### src/rtl/uart_midi_tx.sv
// uart_midi_tx: serialises packed MIDI events onto an 8N1 UART line.
// One event per valid/ready handshake; the byte count comes from the status
// byte and an optional running-status filter drops repeated voice status bytes.
// Synchronous, active-low reset on rst_in.
//
// state   | meaning
// --------+----------------------------------------------------------
// S_IDLE  | line high, ready for an event
// S_START | start bit (line low) for one bit period
// S_DATA  | eight data bits, LSB first, one bit period each
// S_STOP  | stop bit (line high); then next byte or back to idle

module uart_midi_tx #(
    parameter int CLK_HZ         = 98_333_333,
    parameter int BAUD           = 31_250,
    parameter bit RUNNING_STATUS = 1'b1
) (
    input  logic        clk_in,
    input  logic        rst_in,
    input  logic        valid_in,
    input  logic [23:0] midi_bytes,
    output logic        ready_out,
    output logic        tx_out,
    output logic        busy_out,
    output logic        done_out
);

    localparam int CYCLES_PER_BIT = CLK_HZ / BAUD;
    localparam int TIMER_W = (CYCLES_PER_BIT > 1) ? $clog2(CYCLES_PER_BIT) : 1;
    localparam logic [TIMER_W-1:0] TIMER_LAST = TIMER_W'(CYCLES_PER_BIT - 1);

    typedef enum logic [1:0] {
        S_IDLE,
        S_START,
        S_DATA,
        S_STOP
    } state_t;

    state_t              state;
    logic [TIMER_W-1:0]  bit_timer;
    logic [2:0]          bit_idx;
    logic [1:0]          bytes_left;
    logic [7:0]          shift_reg;
    logic [15:0]         pending;
    logic [7:0]          last_status;

    logic [7:0]          status;
    logic [1:0]          ev_len;
    logic                is_voice;
    logic                is_common;
    logic                skip_status;
    logic [7:0]          first_byte;
    logic [15:0]         rest_bytes;
    logic [1:0]          rest_count;
    logic                bit_wrap;

    // Decode the incoming event: length, status class and what goes on the line first.
    always_comb begin
        status      = midi_bytes[23:16];
        ev_len      = 2'd0;
        is_voice    = status[7] && (status[7:4] != 4'hF);
        is_common   = (status[7:3] == 5'b11110);
        if (status[7]) begin
            case (status[7:4])
                4'h8, 4'h9, 4'hA, 4'hB, 4'hE: ev_len = 2'd3;
                4'hC, 4'hD:                   ev_len = 2'd2;
                default: begin
                    case (status)
                        8'hF1, 8'hF3: ev_len = 2'd2;
                        8'hF2:        ev_len = 2'd3;
                        default:      ev_len = 2'd1;
                    endcase
                end
            endcase
        end
        // Voice messages always carry data, so a skipped status never empties the event.
        skip_status = RUNNING_STATUS && is_voice && (status == last_status);
        if (skip_status) begin
            first_byte = midi_bytes[15:8];
            rest_bytes = {midi_bytes[7:0], 8'h00};
            rest_count = ev_len - 2'd2;
        end else begin
            first_byte = status;
            rest_bytes = midi_bytes[15:0];
            rest_count = (ev_len == 2'd0) ? 2'd0 : ev_len - 2'd1;
        end
        bit_wrap = (bit_timer == TIMER_LAST);
    end

    // Transmit FSM with bit timer, byte sequencing, running-status memory and registered outputs.
    always_ff @(posedge clk_in) begin
        if (!rst_in) begin
            state       <= S_IDLE;
            bit_timer   <= '0;
            bit_idx     <= 3'd0;
            bytes_left  <= 2'd0;
            shift_reg   <= 8'h00;
            pending     <= 16'h0000;
            last_status <= 8'h00;
            tx_out      <= 1'b1;
            ready_out   <= 1'b1;
            busy_out    <= 1'b0;
            done_out    <= 1'b0;
        end else begin
            done_out <= 1'b0;
            case (state)
                S_IDLE: begin
                    bit_timer <= '0;
                    if (valid_in) begin
                        // Realtime (F8-FF) and invalid statuses leave the memory alone.
                        if (is_voice) begin
                            last_status <= status;
                        end else if (is_common) begin
                            last_status <= 8'h00;
                        end
                        if (ev_len != 2'd0) begin
                            state      <= S_START;
                            tx_out     <= 1'b0;
                            ready_out  <= 1'b0;
                            busy_out   <= 1'b1;
                            shift_reg  <= first_byte;
                            pending    <= rest_bytes;
                            bytes_left <= rest_count;
                        end
                    end
                end
                S_START: begin
                    if (bit_wrap) begin
                        bit_timer <= '0;
                        bit_idx   <= 3'd0;
                        state     <= S_DATA;
                        tx_out    <= shift_reg[0];
                        shift_reg <= {1'b0, shift_reg[7:1]};
                    end else begin
                        bit_timer <= bit_timer + 1'b1;
                    end
                end
                S_DATA: begin
                    if (bit_wrap) begin
                        bit_timer <= '0;
                        if (bit_idx == 3'd7) begin
                            state  <= S_STOP;
                            tx_out <= 1'b1;
                        end else begin
                            bit_idx   <= bit_idx + 3'd1;
                            tx_out    <= shift_reg[0];
                            shift_reg <= {1'b0, shift_reg[7:1]};
                        end
                    end else begin
                        bit_timer <= bit_timer + 1'b1;
                    end
                end
                S_STOP: begin
                    if (bit_wrap) begin
                        bit_timer <= '0;
                        if (bytes_left != 2'd0) begin
                            // Next byte starts immediately, no idle gap between bytes.
                            state      <= S_START;
                            tx_out     <= 1'b0;
                            shift_reg  <= pending[15:8];
                            pending    <= {pending[7:0], 8'h00};
                            bytes_left <= bytes_left - 2'd1;
                        end else begin
                            state     <= S_IDLE;
                            tx_out    <= 1'b1;
                            ready_out <= 1'b1;
                            busy_out  <= 1'b0;
                            done_out  <= 1'b1;
                        end
                    end else begin
                        bit_timer <= bit_timer + 1'b1;
                    end
                end
                default: begin
                    state     <= S_IDLE;
                    tx_out    <= 1'b1;
                    ready_out <= 1'b1;
                    busy_out  <= 1'b0;
                end
            endcase
        end
    end

endmodule

### config.mk
export PLATFORM = sky130hd
export DESIGN_NAME = uart_midi_tx
export DESIGN_NICKNAME = d
export VERILOG_FILES = /design/src/rtl/uart_midi_tx.sv
export SDC_FILE = /design/constraint.sdc
export NUM_CORES = 1
export LEC_CHECK = 0
export BUFFER_PORTS_ARGS = -buffer_cell sky130_fd_sc_hd__buf_2
export CORE_UTILIZATION = 60
export CTS_BUF_LIST = sky130_fd_sc_hd__clkbuf_4 sky130_fd_sc_hd__clkbuf_8
export DETAILED_ROUTE_END_ITERATION = 8
export MAX_ROUTING_LAYER = met4
export PLACE_DENSITY = 0.81
export SYNTH_ARGS = -nofsm -noshare
export SYNTH_HDL_FRONTEND = slang
export SYNTH_SLANG_ARGS = --single-unit
### constraint.sdc
create_clock -name clk_in -period 2.5 [get_ports clk_in]
set_input_delay 0.125 -clock clk_in [delete_from_list [all_inputs] [get_ports clk_in]]
set_output_delay 0.125 -clock clk_in [all_outputs]
set_load 0.1 [all_outputs]
=== Word level (Yosys, flattened, before mapping) ===
Cells that the tools add are included.

* Bits in registers: 55
* Input port bits: 27
* Output and inout bits: 4
* Word-level logic and storage cells: 121

* Add/sub/neg operators: 5
* Eq/ne operators: 27
* Mux-type cells: 57
* Reduce and logical (&&, ||, !) cells: 21

{| class="wikitable"
|+ Operator list
! operator !! number
|-
| $mux W16 || 5
|-
| $mux W8 || 10
|-
| $pmux W16 S2 || 1
|-
| $pmux W8 S4 || 1
|-
| $eq A4 B4 Y1 const B || 7
|-
| $mux W2 || 13
|-
| $eq A8 B8 Y1 const B || 3
|-
| $pmux W12 S2 || 1
|-
| $ne A2 B2 Y1 const B || 9
|-
| $reduce_and A5 Y1 || 3
|-
| $mux W1 || 14
|-
| $add A12 B1 Y12 const B || 1
|-
| $eq A12 B12 Y1 const B || 1
|-
| $mux W12 || 1
|-
| $pmux W2 S2 || 3
|-
| $reduce_bool A2 Y1 || 5
|-
| $mux W3 || 3
|-
| $eq A8 B8 Y1 || 1
|-
| $pmux W2 S4 || 1
|-
| $reduce_and A7 Y1 || 1
|-
| $pmux W3 S2 || 1
|-
| $reduce_and A3 Y1 || 2
|-
| $reduce_and A6 Y1 || 1
|-
| $eq A5 B5 Y1 const B || 1
|-
| 15 further kinds || 21
|}

=== Longest topological paths before layout ===
Gate-level depths: netlist of run 1.

* Word-level depth: 11
* Depth in mapped cells: 9
* Mapped depth without buffers: 7

=== Least setup slack after synthesis of run 1 ===
OpenSTA, ideal clock, no wires.

* Kind: register to register
* From: reg bit_timer[1]
* To: reg pending[14]
* Library setup time: 0.117 ns
* Arrival time: 1.747 ns
* Required time: 2.383 ns
* Slack: 0.636 ns
* Stages on the path, launching flop included: 10
* Path buffers: 2
* Clock period less this slack: 1.864 ns
* Path through: dfxtp_1 -> inv_1 -> ha_1 -> nor4b_4 -> and3_1 -> buf_2 -> a31oi_2 -> buf_2 -> nor2_1 -> a32o_1

* Word-level cells in the longest chain between the ends: 3

{| class="wikitable"
|+ Ends and longest elaborated chain
! element !! RTL line !! text
|-
| from (decl) || 40 || <nowiki>logic [TIMER_W-1:0] bit_timer;</nowiki>
|-
| from (signal assigned) || 135 || <nowiki>bit_timer <= bit_timer + 1'b1;</nowiki>
|-
| from (signal assigned) || 150 || <nowiki>bit_timer <= bit_timer + 1'b1;</nowiki>
|-
| from (signal assigned) || 171 || <nowiki>bit_timer <= bit_timer + 1'b1;</nowiki>
|-
| $eq A12 B12 Y1 || 87 || <nowiki>bit_wrap = (bit_timer == TIMER_LAST);</nowiki>
|-
| $ne A2 B2 Y1 (no line) || - ||
|-
| $reduce_and A5 Y1 (no line) || - ||
|-
| to (signal assigned) || 122 || <nowiki>pending <= rest_bytes;</nowiki>
|-
| to (signal assigned) || 161 || <nowiki>pending <= {pending[7:0], 8'h00};</nowiki>
|-
| to (decl) || 44 || <nowiki>logic [15:0] pending;</nowiki>
|}

No other way between the ends.
A chain may end at the register's enable or synchronous reset.

=== Worst setup path in the final report of run 1 ===
* From: reg bit_timer[0]
* To: reg state[0]

* Word-level cells in the longest chain between the ends: 3
* Elaborated cells between the ends (all ways): 5
* Those cells by class: eq/ne: 4; reduce/logical: 1

{| class="wikitable"
|+ Ends and longest elaborated chain
! element !! RTL line !! text
|-
| $eq A12 B12 Y1 (*) || 87 ||
|-
| $ne A2 B2 Y1 (no line) || - ||
|-
| $reduce_and A6 Y1 (no line) (*) || - ||
|-
| to (signal assigned) || 93 || <nowiki>state <= S_IDLE;</nowiki>
|-
| to (signal assigned) || 117 || <nowiki>state <= S_START;</nowiki>
|-
| to (signal assigned) || 131 || <nowiki>state <= S_DATA;</nowiki>
|-
| to (decl) || 39 || <nowiki>state_t state;</nowiki>
|}

Mark *: on every way between the ends. The rest lies on a longest branch, timed or not.

==> impl_metrics.tcl, run 1 <==
set metrics [dict create \
    status "completed" \
    path_clk_slew_ns 0.10 \
    power_mw 2.85 \
    layout_setup_ws_ns 0.313 \
    largest_reg_flops 16 \
    cts_root_buffer "clkbuf_8" \
    synth_top_area_share_pct 37.8 \
    ant_nets 0 \
    critical_path.endpoint_type "flip-flop" \
    peakVddDrop_mv 0.540 \
    totalWireLength_mm 6.48 \
    synth_fp_nets 375 \
    core-area_sq_um 4500 \
    first_pass_iters 5 \
    met2_usage_pct 43.1 \
    synth_area_sq_um 2910 \
    synth-seq-cells 55 \
    hold_path.class "in2reg" \
    crit_type "reg2reg" \
    maxSlewViolCount 0 \
    hold_viol 0 \
    max_slew_margin_pct 64.5 \
    skew_ns 0.0101 \
    synth_area_leaders "dfxtp_1 38%, nor2_1 7.9%, ha_1 3.9%" \
    grt.total_usage_pct 27.6 \
    critPathRequiredTime_ns 2.70 \
    synth_cell_types 48 \
    crit_arrival_ns 2.39 \
    rows 24 \
    tightest_slew_ns 0.530 \
    ioPinCount 31 \
    diodes 0 \
    cts.sinks 55 \
    synth.avg_cell_area_sq_um 8.58 \
    setup_viol 0 \
    cts_resized 0 \
    ys_dominant_reg_cell "dfxtp_1" \
    grt_max_degree 34 \
    cap_violations 0 \
    grt-ovfl-total 0 \
    layout.nets 397 \
    busiest_layer "met2" \
    place_ws_ns 0.341 \
    reg_top3 "pending: 16 flops, bit_timer: 12 flops" \
    rsz0062_at_grt "no" \
    cts_tree "done" \
    fin_crit_ns 2.19 \
    drc 0 \
    cts_buffers 5 \
    start_util_pct 64.6 \
    yosys.area.top_type "dfxtp_1" \
    synthesis.instances 339 \
    drtIter0Drc 338 \
    post-route-period-util_pct 87.5 \
    portBuffers 30 \
    cts-hold-fix-buffers 0 \
    max_flop_register "pending" \
    wl_per_cell_um 15.6 \
    max_freq_mhz 457 \
    die_height_um 71.6 \
    worstSkewPairLatency_ns 0.31 \
    area_growth_pct 10.6 \
    dp_hpwl_mm 4.42 \
    final_util_pct 71.4 \
    die_w_um 71.6 \
    grt_pass1_wl_mm 10.9 \
    viasPerCell 6.14 \
    synth_edf_count 0 \
    yosysWarningCount 0 \
    yosysSeqAreaShare_pct 37.8 \
    p_leak_nw 1.30 \
    use_met3_pct 4.36 \
    die_area_sq_um 5130 \
    cts.htree.levels 2 \
    final.setup.tns_ns 0 \
    startpoint_type "flip-flop" \
    gp_congestion 0.832 \
    ys_async_sr_fraction_pct 0 \
    drive_above_1_share_pct 15.2 \
    grt_pass1_vias 2334 \
    grtUsageMet1_pct 36.9 \
    antenna_found_initial 0 \
    vias 2542 \
    hold_ws_ns 0.0835 \
    power_density_nw_per_um2 885 \
    cts_setup_buffers 0 \
    cp_max_fo 8 \
    clockBufferDepth 2 \
]
per-stage QoR:
stage | instances | area [sq um]
final | 414 | 3220
after global routing | 414 | 3220
after global placement | 406 | 3080
after CTS | 414 | 3220
after detailed placement | 406 | 3080
after floorplan | 339 | 2910
power breakdown:
| group | internal (mW) | total (mW) | switching [mW] |
|---|---|---|---|
| clock network | 0.411 | 0.701 | 0.290 |
| registers | 1.03 | 1.12 | 0.0908 |
| logic | 0.403 | 1.03 | 0.626 |
| total | 1.84 | 2.85 | 1.01 |
final timing paths:
path,start,endpoint,slack [ns],cells past startpoint
max reg2reg,bit_timer[0],state[0],0.31,6
max,bit_timer[0],state[0],0.31,6
min,midi_bytes[6],pending[6],0.08,3
min reg2reg,bytes_left[1],bytes_left[1],0.47,2
cells by family (layout without fill, tap and decap cells):
logic type,Yosys count,in the layout,synth area share (%)
adder cells (fa/ha/maj),9,9,3.87
AO/OA/AOI/OAI,81,81,21.2
AND/OR/NAND/NOR,132,132,22.9
buffers and inverters,33,56,4.86
flip-flops,55,55,37.8
multiplexers,12,12,4.21
XOR/XNOR,17,17,5.12
per-layer routing:
| metal | vias up | part of all wire (%) |
|---|---|---|
| met2 | 68 | 47 |
| met5 | - | 0 |
| met4 | 0 | 1.3 |
| met1 | 1192 | 47 |
| met3 | 7 | 4.9 |
| li1 | 1275 | - |
layout by cell type, fill, tap and decap left out, drive strengths merged, types with 2 or more instances in the layout:
cell type,synthesis,layout
nor3,3,3
a22oi,7,7
mux2,2,2
o32ai,7,7
dfxtp,55,55
bufinv,0,2
a31oi,5,5
inv,10,10
nand3,14,14
or3,2,2
o21a,2,2
a211oi,2,2
a32oi,8,8
a21boi,2,2
and3b,7,7
nand2,19,19
and2,3,3
a221oi,2,2
a221o,7,7
mux2i,10,10
a21oi,4,4
o21ai,20,20
buf,9,38
clkbuf,14,6
nand4,3,3
nor2,61,61
nor3b,9,9
xor2,8,8
and3,5,5
xnor2,9,9
nand3b,2,2
ha,9,9
a32o,8,8
critical path: stages (launching register included):
cell,delay [ns]
dfxtp_1,0.43
ha_1,0.19
nor4b_4,0.24
nand3_2,0.20
a222oi_1,0.51
o21ai_0,0.20
a221oi_1,0.31
cells in the mapped netlist, types with 2 or more instances:
| cell | n |
|---|---|
| o21a_1 | 2 |
| a32o_1 | 8 |
| nor3_1 | 3 |
| a21boi_0 | 2 |
| buf_1 | 2 |
| nand3_1 | 13 |
| nand3b_1 | 2 |
| nor2_1 | 61 |
| mux2i_1 | 10 |
| or3_1 | 2 |
| xnor2_1 | 9 |
| nand2_1 | 19 |
| mux2_2 | 2 |
| a221o_1 | 7 |
| a32oi_1 | 8 |
| ha_1 | 9 |
| inv_1 | 10 |
| nand4_1 | 3 |
| a211oi_1 | 2 |
| and2_1 | 3 |
| a21oi_1 | 4 |
| o32ai_1 | 7 |
| and3_1 | 5 |
| dfxtp_1 | 55 |
| a221oi_1 | 2 |
| xor2_1 | 8 |
| o21ai_0 | 20 |
| a31oi_1 | 4 |
| a22oi_1 | 7 |
| and3b_1 | 7 |
| clkbuf_1 | 14 |
| buf_2 | 5 |
| nor3b_1 | 9 |
cell type report:
| cell class | instances | area [sq um] |
|---|---|---|
| clock buffer | 6 | 76.3 |
| inverter | 10 | 37.5 |
| tap | 52 | 65.1 |
| sequential | 55 | 1100 |
| timing repair buffer | 38 | 210 |
| fill | 370 | 1290 |
| multi-input combinational | 251 | 1670 |
| clock inverter | 2 | 60.1 |
(Power assumes the default switching activity.)
==> run 2, diff against run 1 <==
Settings changed: BUFFER_PORTS_ARGS -buffer_cell sky130_fd_sc_hd__buf_2 to unset, DONT_BUFFER_PORTS set to 1, PLACE_DENSITY 0.81 to 0.76.
Clock period 2.5 ns to 2.7 ns, I/O delays scaled along.
==> impl_metrics.tcl, run 2 (synthesis gave the netlist of run 1 again) <==
set metrics [dict create \
    final_common_cell "nor2_1" \
    layout_setup_ws_ns 0.549 \
    largest_reg_flops 16 \
    fill_cells 390 \
    dp_cells 378 \
    seqCellArea_sq_um 1100 \
    max_slew_margin_pct 29.8 \
    die_area_sq_um 5130 \
    cts.htree.levels 2 \
    final_util_pct 70.5 \
    hold_viol 0 \
    drc 0 \
    max_freq_mhz 465 \
    power_mw 2.45 \
    portBuffers 0 \
    drive_above_1_share_pct 7.78 \
    totalWireLength_mm 6.27 \
    die_w_um 71.6 \
    wl_per_cell_um 15.7 \
    gp_congestion 0.788 \
    cts-hold-fix-buffers 13 \
    status "completed" \
    power_density_nw_per_um2 772 \
    ant_nets 0 \
    layout.nets 382 \
    hold_path.class "in2reg" \
    setup_viol 0 \
    grt_pass1_wl_mm 10.8 \
    worstSkewPairLatency_ns 0.31 \
    cts.sinks 55 \
    cts_buffers 5 \
    p_leak_nw 1.22 \
    tightest_slew_ns 1.05 \
    critical_path.endpoint_type "flip-flop" \
    place_ws_ns 0.573 \
    dp_hpwl_mm 4.21 \
    cp_max_fo 18 \
    cts_tree "done" \
    fin_cells 399 \
    finalInstanceArea_sq_um 3180 \
    crit_arrival_ns 2.36 \
    multi_input_comb_area_sq_um 1670 \
    vias 2484 \
    max_flop_register "pending" \
    rows 24 \
    area_growth_pct 9.11 \
    skew_ns 0.0106 \
    viasPerCell 6.23 \
    fin_crit_ns 2.15 \
    drtIter0Drc 202 \
    critPathRequiredTime_ns 2.91 \
    reg_top3 "pending: 16 flops, bit_timer: 12 flops" \
    cap_violations 0 \
    ioPinCount 31 \
    cts_resized 0 \
    start_util_pct 64.6 \
    crit_type "reg2reg" \
    post-route-period-util_pct 79.7 \
    cts_root_buffer "clkbuf_8" \
    grt-ovfl-total 0 \
    final.setup.tns_ns 0 \
    antenna_found_initial 0 \
    core-area_sq_um 4500 \
    path_clk_slew_ns 0.10 \
    grt_pass1_vias 2326 \
    hold_ws_ns 0.0122 \
    startpoint_type "flip-flop" \
    placed_area_sq_um 2950 \
    mostFrequentLayoutCells "61 x nor2_1, 55 x dfxtp_1, 20 x o21ai_0" \
    clockBufferDepth 2 \
    maxSlewViolCount 0 \
    cts_setup_buffers 0 \
    grt.total_usage_pct 27.2 \
    die_height_um 71.6 \
    peakVddDrop_mv 0.419 \
    first_pass_iters 4 \
    diodes 0 \
    grt_max_degree 30 \
    rsz0062_at_grt "no" \
]
[run 2: cell types whose count changed in the layout (fill, tap and decap cells not counted)]
cell	previous run	this run
buf_2	30	0
buf_4	8	10
bufinv_16	2	0
clkbuf_8	5	6
clkinv_4	0	1
dlygate4sd3_1	0	13
[run 2: where the power goes]
group | total, mW | internal [mW] | switching [mW]
Clock | 0.485 | 0.221 | 0.264
Combinational | 0.931 | 0.373 | 0.558
Sequential | 1.04 | 0.951 | 0.0844
[run 2: worst paths after layout]
path,from,to,slack (ns),cells past startpoint
max,state[1],pending[11],0.55,6
min,midi_bytes[0],pending[0],0.01,2
max reg2reg,state[1],pending[11],0.55,6
min reg2reg,shift_reg[5],shift_reg[5],0.48,2
[run 2: area by class of cell]
cell class	instances	area share, %
Multi-Input combinational cell	251	52.5
Sequential cell	55	34.7
Timing Repair Buffer	23	6.46
Clock buffer	7	2.84
Tap cell	52	2.05
Inverter	10	1.18
Clock inverter	1	0.276
[run 2: worst max-delay path, cell delays in order, from the launching register on]
cell	delay (ns)
dfxtp_1	0.40
ha_1	0.50
inv_1	0.26
nor2_1	0.26
a31oi_2	0.13
buf_4	0.21
a32o_1	0.27
[run 2: per-layer routing]
metal | global-route usage (%) | share of wire (%) | vias up
li1 | - | - | 1245
met1 | 37.1 | 50 | 1173
met2 | 41.1 | 44 | 61
met3 | 5.63 | 4.9 | 5
met4 | 7.41 | 0.94 | 0
met5 | - | 0 | -
==> run 3, diff against run 2 <==
Clock period 2.7 ns to 2.1 ns, I/O delays scaled along.
==> impl_metrics.tcl, run 3 (synthesis gave the netlist of run 1 again) <==
set metrics [dict create \
    drc 0 \
    diodes 0 \
    viasPerCell 6.31 \
    seqCellArea_sq_um 1110 \
    final_util_pct 74.8 \
    largest_reg_flops 16 \
    multi_input_comb_area_sq_um 1710 \
    ioPinCount 31 \
    cp_max_fo 5 \
    cp_slowest_cell "a222oi_1" \
    placed_area_sq_um 2980 \
    worstSkewPairLatency_ns 0.31 \
    max_flop_register "pending" \
    fin_crit_ns 2.08 \
    post-route-period-util_pct 98.9 \
    power_mw 3.39 \
    crit_type "reg2reg" \
    die_height_um 71.6 \
    die_area_sq_um 5130 \
    cap_violations 0 \
    met2_usage_pct 44.9 \
    first_pass_iters 5 \
    cts_root_buffer "clkbuf_8" \
    peakVddDrop_mv 0.641 \
    reg_top3 "pending: 16 flops, bit_timer: 12 flops" \
    dp_hpwl_mm 4.42 \
    hold_viol 0 \
    status "completed" \
    rows 24 \
    crit_path_max_incr_delay_ns 0.58 \
    totalWireLength_mm 7.02 \
    die_w_um 71.6 \
    tightest_slew_ns 1.09 \
    ant_nets 0 \
    setup_viol 0 \
    drive_above_1_share_pct 13.2 \
    final_common_cell "nor2_1" \
    power_density_nw_per_um2 1000 \
    fill_cells 372 \
    critical_path.endpoint_type "flip-flop" \
    grtUsageMet1_pct 37.1 \
    drtIter0Drc 244 \
    grt_pass1_vias 2435 \
    mostFrequentLayoutCells "61 x nor2_1, 52 x dfxtp_1, 23 x buf_4" \
    p_leak_nw 1.31 \
    vias 2617 \
    wl_per_cell_um 16.9 \
    gp_congestion 0.793 \
    cts.sinks 55 \
    portBuffers 0 \
    grt_max_degree 34 \
    clockBufferDepth 2 \
    skew_ns 0.0120 \
    core-area_sq_um 4500 \
    grt-ovfl-total 0 \
    hold_path.class "in2reg" \
    cts_buffers 5 \
    grt.total_usage_pct 28.2 \
    final.setup.tns_ns 0 \
    antenna_found_initial 0 \
    busiest_layer "met2" \
    critPathRequiredTime_ns 2.30 \
    max_freq_mhz 482 \
    use_met3_pct 5.20 \
    grt_pass1_wl_mm 11.2 \
    cts_tree "done" \
    path_clk_slew_ns 0.10 \
    layout.nets 398 \
    start_util_pct 64.6 \
    cts.htree.levels 2 \
    hold_ws_ns 0.0294 \
    max_slew_margin_pct 27.0 \
    crit_arrival_ns 2.28 \
    maxSlewViolCount 0 \
    area_growth_pct 15.7 \
    startpoint_type "flip-flop" \
    finalInstanceArea_sq_um 3370 \
    crit_path_cell_trace "inv_2, ha_4, nor4b_4, nand3_4, a222oi_1, buf_4, mux2i_1, nor2_1" \
]
==> run 3: changes by cell type in the layout (fill, tap and decap cells not counted), moves of 2 or more <==
cell	before	now
dfxtp_1	55	52
buf_4	10	23
dlygate4sd3_1	13	16
ha_1	9	7
dfxtp_4	0	2
==> run 3: metrics by stage <==
stage / setup slack (ns) / instances
after floorplan: 0.236 / 339
after global placement: 0.163 / 382
after detailed placement: 0.0583 / 382
after CTS: 0.0110 / 406
after global routing: -0.194 / 415
final: 0.0233 / 415
==> run 3: what timing repair did <==
item,4_1_cts,5_1_grt
hold buffers,16,0
setup endpoints to repair,0,12
resized for setup,0,14
endpoints found under the hold margin,36,0
buffers inserted,0,9
==> run 3: final timing paths <==
check	from	end	cells after the start	slack (ns)
max reg2reg	bit_timer[1]	state[1]	8	0.02
min reg2reg	bit_timer[0]	bit_timer[0]	1	0.48
min	midi_bytes[19]	last_status[7]	3	0.03
max	bit_timer[1]	state[1]	8	0.02
==> run 3: final cells by class <==
type / count / share of cell area, %
clock buffer: 6 / 2.45
clock inverter: 2 / 1.04
inverter: 10 / 1.11
multi-input combinational: 251 / 50.6
sequential: 55 / 32.9
tap: 52 / 1.93
timing repair buffer: 39 / 9.88
==> run 3: power by group <==
| part | total (mW) | leakage [nW] | internal, mW | switching [mW] |
|---|---|---|---|---|
| clock | 0.740 | 0.0612 | 0.387 | 0.353 |
| sequential | 1.35 | 0.450 | 1.23 | 0.123 |
| combinational | 1.29 | 0.797 | 0.548 | 0.746 |
| total | 3.38 | 1.31 | 2.16 | 1.22 |
==> run 3: routing by layer <==
| layer | wire, um | vias up |
|---|---|---|
| met5 | 0 | - |
| li1 | - | 1285 |
| met2 | 3240 | 79 |
| met4 | 79 | 0 |
| met1 | 3300 | 1244 |
| met3 | 392 | 9 |
==> run 3: worst max-delay path: cells and delay by family (launching register included) <==
kind / cells / cell delay (ns)
compound gates: 1 / 0.58
simple gates: 3 / 0.46
flops: 1 / 0.37
mux: 1 / 0.17
fa+ha+maj: 1 / 0.11
buf+inv: 2 / 0.28
